==> src/rtl/y_histogram.sv <==
// y_histogram: per-frame luma histogram with a valid/ready drain port.
// Pixels are binned by the top BINBITS bits of y_i while accumulating; after
// LINES line_end pulses every bin is presented once, in order, and cleared on
// acceptance, followed by a single frame_done_o cycle.
// Optional build macro Y_HIST_SATURATE_EN: bins saturate instead of wrapping
// and a sticky sat_o output reports blocked increments (cleared at frame end).
module y_histogram #(
    parameter int COLORDEPTH = 8,
    parameter int BINBITS    = 4,
    parameter int CNTWIDTH   = 20,
    parameter int LINES      = 720
) (
    input  logic                  clk,
    input  logic                  rst_n,
    input  logic [COLORDEPTH-1:0] y_i,
    input  logic                  dv_i,
    input  logic                  line_end,
    input  logic                  rd_ready_i,
    output logic                  rd_valid_o,
    output logic [BINBITS-1:0]    rd_bin_o,
    output logic [CNTWIDTH-1:0]   rd_count_o,
    output logic                  frame_done_o,
    output logic                  busy_o,
    output logic                  drop_o
`ifdef Y_HIST_SATURATE_EN
    ,
    output logic                  sat_o
`endif
);

    localparam int NBINS = 1 << BINBITS;
    localparam int LCW   = (LINES > 1) ? $clog2(LINES) : 1;

    localparam logic [LCW-1:0]     LINE_LAST = LCW'(LINES - 1);
    localparam logic [BINBITS-1:0] BIN_LAST  = BINBITS'(NBINS - 1);

    localparam logic [1:0] ST_ACCUM = 2'd0;
    localparam logic [1:0] ST_DRAIN = 2'd1;
    localparam logic [1:0] ST_DONE  = 2'd2;

    logic [1:0]          r_state;
    logic [LCW-1:0]      r_line_cnt;
    logic [BINBITS-1:0]  r_rd_bin;
    logic [CNTWIDTH-1:0] r_bins [NBINS];
    logic                r_drop;

    logic [BINBITS-1:0]  w_bin_idx;
    logic                w_accum;
    logic                w_pix;
    logic                w_last_line;
    logic                w_accept;
    logic                w_inc_blocked;
    logic                w_unused_lsbs;

    assign w_bin_idx   = y_i[COLORDEPTH-1 -: BINBITS];
    assign w_accum     = (r_state == ST_ACCUM);
    assign w_pix       = w_accum && dv_i;
    assign w_last_line = w_accum && line_end && (r_line_cnt == LINE_LAST);
    assign w_accept    = (r_state == ST_DRAIN) && rd_ready_i;

    // Only the luma MSBs select a bin; the remaining bits are intentionally ignored.
    assign w_unused_lsbs = &{1'b0, y_i};

`ifdef Y_HIST_SATURATE_EN
    logic r_sat;
    logic w_bin_full;

    assign w_bin_full    = (r_bins[w_bin_idx] == {CNTWIDTH{1'b1}});
    assign w_inc_blocked = w_bin_full;
    assign sat_o         = r_sat;

    // Sticky saturation flag, re-armed by the frame_done_o cycle.
    always_ff @(posedge clk or negedge rst_n) begin
        if (!rst_n) begin
            r_sat <= 1'b0;
        end else if (r_state == ST_DONE) begin
            r_sat <= 1'b0;
        end else if (w_pix && w_bin_full) begin
            r_sat <= 1'b1;
        end
    end
`else
    assign w_inc_blocked = 1'b0;
`endif

    // Frame sequencing: ACCUM -> DRAIN after the last line, DRAIN -> DONE after the last bin.
    // NOTE: sequential state uses non-blocking (<=) so every flop samples pre-edge values.
    always_ff @(posedge clk or negedge rst_n) begin
        if (!rst_n) begin
            r_state <= ST_ACCUM;
        end else begin
            case (r_state)
                ST_ACCUM: if (w_last_line) r_state <= ST_DRAIN;
                ST_DRAIN: if (w_accept && (r_rd_bin == BIN_LAST)) r_state <= ST_DONE;
                ST_DONE:  r_state <= ST_ACCUM;
                default:  r_state <= ST_ACCUM;
            endcase
        end
    end

    // Line counter; line_end is only honoured while accumulating.
    always_ff @(posedge clk or negedge rst_n) begin
        if (!rst_n) begin
            r_line_cnt <= '0;
        end else if (w_accum && line_end) begin
            r_line_cnt <= w_last_line ? '0 : r_line_cnt + 1'b1;
        end
    end

    // Drain read pointer; naturally wraps to 0 after the last bin.
    always_ff @(posedge clk or negedge rst_n) begin
        if (!rst_n) begin
            r_rd_bin <= '0;
        end else if (w_accept) begin
            r_rd_bin <= r_rd_bin + 1'b1;
        end
    end

    // Bin storage: increment on accepted pixels, clear each bin as it is read out.
    // NOTE: the bins are flops with an explicit reset because a reset must discard a partial frame.
    always_ff @(posedge clk or negedge rst_n) begin
        if (!rst_n) begin
            for (int i = 0; i < NBINS; i++) begin
                r_bins[i] <= '0;
            end
        end else if (w_accept) begin
            r_bins[r_rd_bin] <= '0;
        end else if (w_pix && !w_inc_blocked) begin
            r_bins[w_bin_idx] <= r_bins[w_bin_idx] + 1'b1;
        end
    end

    // Sticky drop flag for pixels arriving while the histogram is busy.
    always_ff @(posedge clk or negedge rst_n) begin
        if (!rst_n) begin
            r_drop <= 1'b0;
        end else if (!w_accum && dv_i) begin
            r_drop <= 1'b1;
        end
    end

    assign rd_valid_o   = (r_state == ST_DRAIN);
    assign rd_bin_o     = r_rd_bin;
    assign rd_count_o   = rd_valid_o ? r_bins[r_rd_bin] : '0;
    assign frame_done_o = (r_state == ST_DONE);
    assign busy_o       = !w_accum;
    assign drop_o       = r_drop;

endmodule
==> config.mk <==
export PLATFORM = sky130hd
export DESIGN_NAME = y_histogram
export DESIGN_NICKNAME = d
export VERILOG_FILES = /design/src/rtl/y_histogram.sv
export SDC_FILE = /design/constraint.sdc
export NUM_CORES = 1
export LEC_CHECK = 0
export CAP_MARGIN = 20
export CORE_ASPECT_RATIO = 0.6
export CORE_MARGIN = 4
export CORE_UTILIZATION = 31
export DETAILED_ROUTE_END_ITERATION = 10
export HOLD_SLACK_MARGIN = 0.15
export PLACE_DENSITY_LB_ADDON = 0.12
export SLEW_MARGIN = 10
export SYNTH_ARGS = -nofsm -noshare
export SYNTH_HDL_FRONTEND = slang
export SYNTH_SLANG_ARGS = --single-unit
==> constraint.sdc <==
create_clock -name clk -period 4.65 [get_ports clk]
set_input_delay 0.465 -clock clk [delete_from_list [all_inputs] [get_ports clk]]
set_output_delay 0.465 -clock clk [all_outputs]
set_load 0.01 [all_outputs]
==> results.txt, run 1 <==
- Counting stages on the worst path, the most repeated cell is sky130_fd_sc_hd__mux4_2.
* Total routing resource utilization after global routing: 0.225
- Power density over the cells: between 300 and 400 nW/um^2
* Chip height: 195 microns
- The worst pin sits at a relative slew slack of 0.324.
* Setup Fix Bufs, Post-CTS: 0
- Antenna Violating Nets Remaining: 0
* Share of async-settable or async-resettable flops after synthesis: 1.00
* Routed length per instance: 29.2 microns
* Weighted congestion reported at the end of routability-driven placement: between 0.8 and 0.9
- Traced cell by cell, the critical path runs through buf_12, mux4_2, mux4_2, and2_1, clkdlybuf4s50_1.
* Leak Pwr: 8.57 nW
- Finished layout cell area: ~21000 sq um
- Worst setup path startpoint: rd_bin_o[0]
- Clock latency on the worst-skew pair: 0.55 ns
- Pin count of the biggest net entering global routing: 153
- Sink count of the clock tree: between 300 and 400
- The worst setup path is launched from a flip-flop.
* Area growth, synth to finish: 15.5%
- The via count of the first global-routing pass came to about 14k.
- Initial Util: 0.314
- Counting flops with a built-in enable in the synthesized netlist gives 0.
- The cell area that synthesis handed to floorplanning was roughly 18000 sq um.
* TritonCTS clock tree: yes
* Share of synthesized area occupied by flip-flops and latches: 0.466
* Port-buffer cells: 36
- TritonCTS created 36 clock buffers.
- The count of endpoints failing hold in the final timing report is 0.
- Clock-pin slew was measured on the worst setup and hold paths at ~0.070 ns.
* HPWL after DPL: ~44 mm
- The region available for standard cell placement spans around 58000 sq um.
- Clock skew on the completed layout was measured at roughly 0.021 ns.
- Synth cell types: 53
* Avg Cell Area, Syn: around 11 sq um
- Depth of the CTS H-tree: 2
- The cell sitting at the root of the clock tree is a sky130_fd_sc_hd__clkbuf_16.
- Total iterations of the first detailed-routing run: 5
* Count of nets after finishing: between 1.5k and 2k
- Including well taps, the total number of placed cells is around 2.3k.
- The cell count after synthesis came out at roughly 1.6k.
- The worst setup path is captured at an output pin.
* Total wire length after detailed routing: 70.2 mm
- WP data arrival: between 3 and 4 ns
* Post-synth top flop: sky130_fd_sc_hd__dfrtp_1
- Post-placement cell area: approximately 20000 sq um
- Dividing the final minimum period by the clock period gives 0.863.
- Die extent in x: about 320 microns
- Setup repair after global routing left no endpoint under its margin.
- Final cell count without fillers: between 2k and 2.5k
* Achievable Freq: about 250 MHz
* Critical Setup Path Class: reg -> out
- In this run the count of I/O pins placed on the die edge is between 40 and 50.
- For the finished layout, the period the worst path requires is between 4 and 5 ns.
* Worst voltage drop across the vdd grid: approximately 0.00024 V
- Flip-flop and latch count after synthesis: 337
- The worst register-to-register path begins at r_bins[222].
* Synthesized Nets: 1598
* Congestion Overflow GR: 0
- The max-slew violation total from the final report is 0.
- Fillers: 5606
- Initial antenna violation count: 3
- Iteration-0 DRC count of the detailed router: ~1.4k
- The flow ran to the end, and the final reports show no timing, DRC or antenna violations.
- Total of max-cap violations: 0
- In the final layout, the multi-input gates occupy 9150 sq um.
* DRC errors left: 0
- The clock passes through at most 3 buffers.
* Total negative slack for setup checks: 0 ns
- Required time worst endpoint: 4.18 ns
- Cell count of the worst reg-to-reg path: 8
- In this run the worst hold path is classified as in -> async.
- Capture point of the worst reg-to-reg path: r_bins[17]
- Of the cells placed in the final design, the portion with a size suffix greater than 1 is 0.212.
* R2R setup slack: 1.27 ns
- Warnings, synthesis: 0
* First-pass GRT wire length: ~100 mm
- Maximum fanout encountered on the critical timing path: 29
- Biggest cell delay along the critical path: roughly 0.85 ns
- Per-cell via count in the routed design: 5.81
- Seq. cell area: between 8000 and 9000 sq um
* Slowest library cell on the worst path: sky130_fd_sc_hd__dfrtp_4
* Setup Viol. Count Final: 0
- For this block, the via count after detailed routing is 14.0k.
- Cell row count: 68
* Slew at the pin with the worst max-slew slack: ~1.0 ns
- Area of the die: ~62000 sq um
==> sequential cells by signal, summed over array words and instances (netlist names) <==
name / cells
r_line_cnt: 10
r_state: 2
rd_bin_o: 4
r_bins: 320
drop_o: 1
==> area by class of cell <==
cell class                      count  share of cell area
Inverter                           16             0.00287
Clock inverter                      3             0.00126
Sequential cell                   337               0.404
Multi-Input combinational cell   1093               0.437
Antenna cell                        4            0.000478
Clock buffer                       60              0.0532
Tap cell                          770              0.0461
Timing Repair Buffer              121              0.0552
==> synthesized netlist by cell type (14+ instances only) <==
| cell | number | share of area |
|---|---|---|
| sky130_fd_sc_hd__mux4_1 | 18 | 0.026 |
| sky130_fd_sc_hd__clkbuf_1 | 85 | 0.018 |
| sky130_fd_sc_hd__a22o_1 | 17 | 0.0082 |
| sky130_fd_sc_hd__mux4_2 | 159 | 0.20 |
| sky130_fd_sc_hd__o21ai_0 | 287 | 0.079 |
| sky130_fd_sc_hd__inv_1 | 16 | 0.0033 |
| sky130_fd_sc_hd__nor3_1 | 20 | 0.0055 |
| sky130_fd_sc_hd__dfrtp_1 | 337 | 0.47 |
| sky130_fd_sc_hd__nand2_1 | 345 | 0.072 |
| sky130_fd_sc_hd__a22oi_1 | 22 | 0.0091 |
| sky130_fd_sc_hd__buf_2 | 14 | 0.0039 |
| sky130_fd_sc_hd__nor2_1 | 36 | 0.0075 |
| sky130_fd_sc_hd__o21ai_1 | 19 | 0.0053 |
| sky130_fd_sc_hd__and2_1 | 29 | 0.010 |
| sky130_fd_sc_hd__a31oi_1 | 14 | 0.0048 |
==> repair_timing <==
item,4_1_cts,5_1_grt
endpoints found under the setup margin,0,0
hold buffers,1,0
endpoints found under the hold margin,39,0
resized for setup,0,0
==> through the flow <==
step           utilization  total power, W  setup slack, ns  hold slack, ns
3_5_place_dp         0.343         0.00428            0.369           0.389
4_1_cts              0.363         0.00720            0.572           0.403
6_report             0.363         0.00715            0.639           0.414
5_1_grt              0.363         0.00745            0.488           0.452
2_1_floorplan            -         0.00392            0.976           0.169
3_3_place_gp         0.343         0.00426            0.482           0.387
==> critical path: cells and delay by family, from the launching register on <==
| kind | cells | cell delay [ns] |
|---|---|---|
| mux | 2 | 1.10 |
| flops | 1 | 0.85 |
| buf+inv | 2 | 0.82 |
| simple gates | 1 | 0.17 |
==> how the worst max path moves through the flow <==
| stage | to | slack, ns | cells after the start |
|---|---|---|---|
| after floorplan | r_bins[136] | 0.98 | 15 |
| after global placement | r_bins[17] | 0.48 | 11 |
| after detailed placement | r_bins[237] | 0.37 | 9 |
| after CTS | rd_count_o[12] | 0.57 | 5 |
| after global routing | rd_count_o[12] | 0.49 | 5 |
| final | rd_count_o[12] | 0.64 | 5 |
==> cell families after synthesis <==
| kind of cell | share of synthesized area |
|---|---|
| flops | 0.466 |
| simple gates | 0.111 |
| xor+xnor | 0.0124 |
| compound gates | 0.125 |
| mux | 0.240 |
| buf+inv | 0.0420 |
| fa+ha+maj | 0.00415 |
==> routing by layer <==
metal	routed length (microns)	global-route usage
met5	13	0
met3	7260	0.0767
met1	33600	0.350
met2	28400	0.307
met4	958	0.0346
==> cell usage in the layout, fill, tap and decap left out, types with 4 or more instances in the layout <==
master and n:
sky130_fd_sc_hd__o21ai_1 19, sky130_fd_sc_hd__and2_1 28, sky130_fd_sc_hd__nor2b_1 5, sky130_fd_sc_hd__nor2_1 34, sky130_fd_sc_hd__nand4_1 7, sky130_fd_sc_hd__nand3_1 6, sky130_fd_sc_hd__diode_2 4, sky130_fd_sc_hd__buf_12 12
sky130_fd_sc_hd__a21oi_1 8, sky130_fd_sc_hd__nand2_1 345, sky130_fd_sc_hd__mux4_1 18, sky130_fd_sc_hd__or2_2 5, sky130_fd_sc_hd__xor2_1 10, sky130_fd_sc_hd__clkbuf_8 8, sky130_fd_sc_hd__a211oi_1 10, sky130_fd_sc_hd__or3_1 6
sky130_fd_sc_hd__a22o_1 17, sky130_fd_sc_hd__o22a_1 5, sky130_fd_sc_hd__xnor2_1 10, sky130_fd_sc_hd__ha_1 6, sky130_fd_sc_hd__dfrtp_1 333, sky130_fd_sc_hd__inv_1 16, sky130_fd_sc_hd__a31oi_4 14, sky130_fd_sc_hd__o21ai_0 287
sky130_fd_sc_hd__nor3_1 20, sky130_fd_sc_hd__mux4_2 159, sky130_fd_sc_hd__clkbuf_1 14, sky130_fd_sc_hd__buf_4 73, sky130_fd_sc_hd__clkbuf_16 38, sky130_fd_sc_hd__mux4_4 10, sky130_fd_sc_hd__clkdlybuf4s50_1 33, sky130_fd_sc_hd__a22oi_1 22
==> power by group <==
group	total [W]	switching [W]	leakage [nW]	internal [W]
clock	0.00291	0.00128	0.557	0.00163
combinational	0.000901	0.000492	3.40	0.000409
sequential	0.00333	0.000183	4.61	0.00315
No activity file was read; power rests on OpenSTA's default activity.
==> run 2: changes to the inputs <==
--- a/config.mk
+++ b/config.mk
@@ -5,6 +5,7 @@
 export SDC_FILE = /design/constraint.sdc
 export NUM_CORES = 1
 export LEC_CHECK = 0
+export ABC_CLOCK_PERIOD_IN_PS = 4650
 export CAP_MARGIN = 20
 export CORE_ASPECT_RATIO = 0.6
 export CORE_MARGIN = 4
==> results of run 2 <==
The final DEF is identical to that of run 1; final timing and power are the same.
==> run 3: changes to the inputs <==
--- a/config.mk
+++ b/config.mk
@@ -9,7 +9,7 @@
 export CAP_MARGIN = 20
 export CORE_ASPECT_RATIO = 0.6
 export CORE_MARGIN = 4
-export CORE_UTILIZATION = 31
+export CORE_UTILIZATION = 47
 export DETAILED_ROUTE_END_ITERATION = 10
 export HOLD_SLACK_MARGIN = 0.15
 export PLACE_DENSITY_LB_ADDON = 0.12
==> run 3 against run 2 <==
  * Largest cell class unchanged
  * Register-to-register slack lost 0.02 ns
  * Highest routed layer unchanged
  * Wire length decreased by 12%
  * Cell area down 2.4%
  * Sequential share of layout area rose by 0.98 points
  * Core utilization rose by 18 points
  * Clock skew grew 0.0094 ns
  * Clock power shrank 7.6%
==> results.txt, run 3 (same netlist as run 1, synthesis figures left out) <==
- The flow ran to the end, and the final reports show no timing, DRC or antenna violations.
- Sink count of the clock tree: 337 (unchanged)
* Die extent in x: 261 microns (-18%)
- Internal portion of total power: 0.00504 W (-3.1%)
- Per-cell via count in the routed design: 6.61 (+14%)
- The remaining global-route overflow was 0 (unchanged).
- The post-route antenna net violation count was 0 (unchanged).
- Most utilized layer in the global route result: met1
- The max-slew violation total from the final report was 0 (unchanged).
- The clock latency at the later pin of the worst-skew pair is 0.55 ns (about the same).
* Final hold vios: 0 (unchanged)
* Setup Fix Bufs, Post-CTS: 0 (unchanged)
- Ranked by flip-flop count, first place goes to r_bins.
* Post-layout util: 0.539 (+0.176)
* Port-buffer cells: 36 (unchanged)
- Achievable Freq: 253 MHz (+1.4%)
* Seq. cell area: 8440 sq um (about the same)
- Count of nets after finishing: 1625 (+0.062%)
* Vias after detailed routing: 14.2k (+1.6%)
- Compared with the post-synthesis result, the final layout area differs by 12.8%.
* Total of max-cap violations: 0 (unchanged)
- The routed length per placed instance was 28.9 microns (-0.87%).
- The fraction of layout instances using a drive strength above 1 came to 0.212 (+0.000483).
- The number of iterations in the first detailed-routing pass is 6 (+1).
- The clock share of power is 0.390 (-0.018).
- Total I/O pin count: 41 (unchanged)
- Final cell count without fillers: 2145 (-11%)
- The standby leakage power is 8.54 nW (-0.36%).
- Post_cts resized: 0 (unchanged)
* Period Utilization, post-route: 0.850 (-0.0123)
* Number of cells after detailed placement: 2076 (-11%)
- Commonest cells after routing, fill and taps aside: sky130_fd_sc_hd__nand2_1 (345), sky130_fd_sc_hd__dfrtp_1 (334), sky130_fd_sc_hd__o21ai_0 (287)
- Fillers: 3276 (-42%)
* Unrepaired setup endpoints after global routing: no
* Final critical-path setup slack: 0.696 ns (+0.0570 ns)
- Buffer depth of the longest clock path: 3 (unchanged)
- Number of global-route vias before repair: 13.8k (-1.4%)
- Pin count of the biggest net entering global routing: 121 (-21%)
- The initial antenna violation count came to 3 (unchanged).
* Startpoint Class: flip-flop
* CTS buffer count: 35 (-2.8%)
* Most frequent standard cell in the layout excluding fill and tap cells: sky130_fd_sc_hd__nand2_1
- Total routing resource utilization after global routing: 0.302 (+0.0761)
- WP data arrival: 3.49 ns (-0.06 ns)
- Class of the tightest hold or removal check: reg -> reg
- Largest register FFs: 320 (unchanged)
- The switching power as a share of total power came to 0.271 (-0.00248).
* TritonCTS clock tree: yes
* Max transition margin: 0.176 (-0.148)
- Worst voltage drop across the vdd grid: 0.000216 V (-11%)
* Critical Setup Path Class: reg -> out
* Total power consumption of the routed design: 0.00691 W (-3.4%)
- Weighted congestion reported at the end of routability-driven placement: 0.912 (+9.0%)
- Logic gate share of total power: 0.127 (about the same)
- The residual DRC count was 0 (unchanged).
- The sequential share of power is 0.483 (+0.017).
* First-pass GRT wire length: 92.7 mm (-9.9%)
- Total area of multi-input combinational cells: 9020 sq um (-1.4%)
- Placeable core region: 37800 sq um (-34%)
- Iteration-0 DRC count of the detailed router: 1689 (+18%)
* HPWL after DPL: 39.3 mm (-11%)
- The power density of the placed cells is 338 nW/um^2 (-1.0%).
* Post-placement worst setup slack: 0.465 ns (+0.0955 ns)
- Depth of the CTS H-tree: 2 (unchanged)
- The global-route met3 utilization came to 0.130 (+0.0538).
* Total wire length after detailed routing: 62.1 mm (-12%)
- Maximum fanout encountered on the critical timing path: 35 (+21%)
- Switching power: 0.00187 W (-4.3%)
- The final total negative setup slack was 0 ns (unchanged).
* Cell row count: 55 (-19%)
- The worst setup path is captured at an output pin.
* Required time worst endpoint: 4.18 ns (about the same)
- Area of the die: 41800 sq um (-33%)
- Root buffer selected by CTS: sky130_fd_sc_hd__clkbuf_16
* Clock transition at the registers of the reported paths: 0.06 ns (about the same)
- The floorplan die height was 160 microns (-18%).
- The largest clock skew in the final design was 0.0300 ns (+0.00945 ns).
- The initial core utilization is 0.478 (+0.164).
* Setup Viol. Count Final: 0 (unchanged)
- Met1 Resource Use GR: 0.451 (+0.100)
- Slew at the pin with the worst max-slew slack: 1.23 ns (+0.219 ns)
- Met2 track demand over resource in global routing: 0.408 (+0.101)
- Time the worst path needs with I/O delays and setup: 3.95 ns (-0.0570 ns)
## run 3: changes by cell type in the layout (fill, tap and decap cells not counted), moves of 5 or more
cell                       change
sky130_fd_sc_hd__clkinv_2      +6
sky130_fd_sc_hd__clkbuf_8      -5
sky130_fd_sc_hd__a31oi_2      +14
sky130_fd_sc_hd__a31oi_4      -14
## run 3: final cells by class
type	instances	share of cell area
repair buffers	123	0.0583
well taps	513	0.0314
inverters	16	0.00294
multi-input cells	1093	0.442
clock buffers	50	0.0482
clock inverters	12	0.00398
flip-flops and latches	337	0.413
diodes	1	0.000123
## run 3: final timing paths
kind                        startpoint       endpoint  slack [ns]  depth (start not counted)
setup / recovery           rd_bin_o[1]  rd_count_o[8]        0.70                          5
hold / removal                  drop_o         drop_o        0.46                          1
setup reg to reg           r_bins[300]    r_bins[177]        1.25                          8
hold reg to reg                 drop_o         drop_o        0.46                          1
max in group asynchronous        rst_n    r_bins[215]        2.88                          3
min in group asynchronous        rst_n     r_bins[43]        0.61                          2
## run 3: power groups by stage
stage / Sequential (W) / Combinational [W] / Clock (W)
after floorplan: 0.00332 / 0.000602 / 0
after global placement: 0.00336 / 0.000846 / 0
after detailed placement: 0.00337 / 0.000862 / 0
after CTS: 0.00332 / 0.000865 / 0.00274
after global routing: 0.00336 / 0.000955 / 0.00288
final: 0.00333 / 0.000879 / 0.00269
## run 3: routing by layer
| layer | routed length (microns) | share of wire |
|---|---|---|
| met1 | 26000 | 0.42 |
| met2 | 25800 | 0.42 |
| met3 | 8770 | 0.14 |
| met4 | 1480 | 0.024 |
| met5 | 10 | 0.00016 |
## run 3: critical path: stages, from the launching register on
cell,delay [ns]
sky130_fd_sc_hd__dfrtp_4,0.85
sky130_fd_sc_hd__buf_4,0.47
sky130_fd_sc_hd__mux4_2,0.37
sky130_fd_sc_hd__mux4_2,0.49
sky130_fd_sc_hd__and2_1,0.24
sky130_fd_sc_hd__clkdlybuf4s50_1,0.51
## run 3: metrics by stage
stage	hold WS (ns)	instance area [sq um]
after CTS	0.459	20300
after floorplan	0.169	18100
final	0.460	20400
after detailed placement	0.446	19200
after global routing	0.472	20400
after global placement	0.445	19200
## run 3: timing repair
item                                   in CTS  in global routing
setup endpoints to repair                   0                  0
hold buffers                                1                  0
endpoints found under the hold margin     117                  0
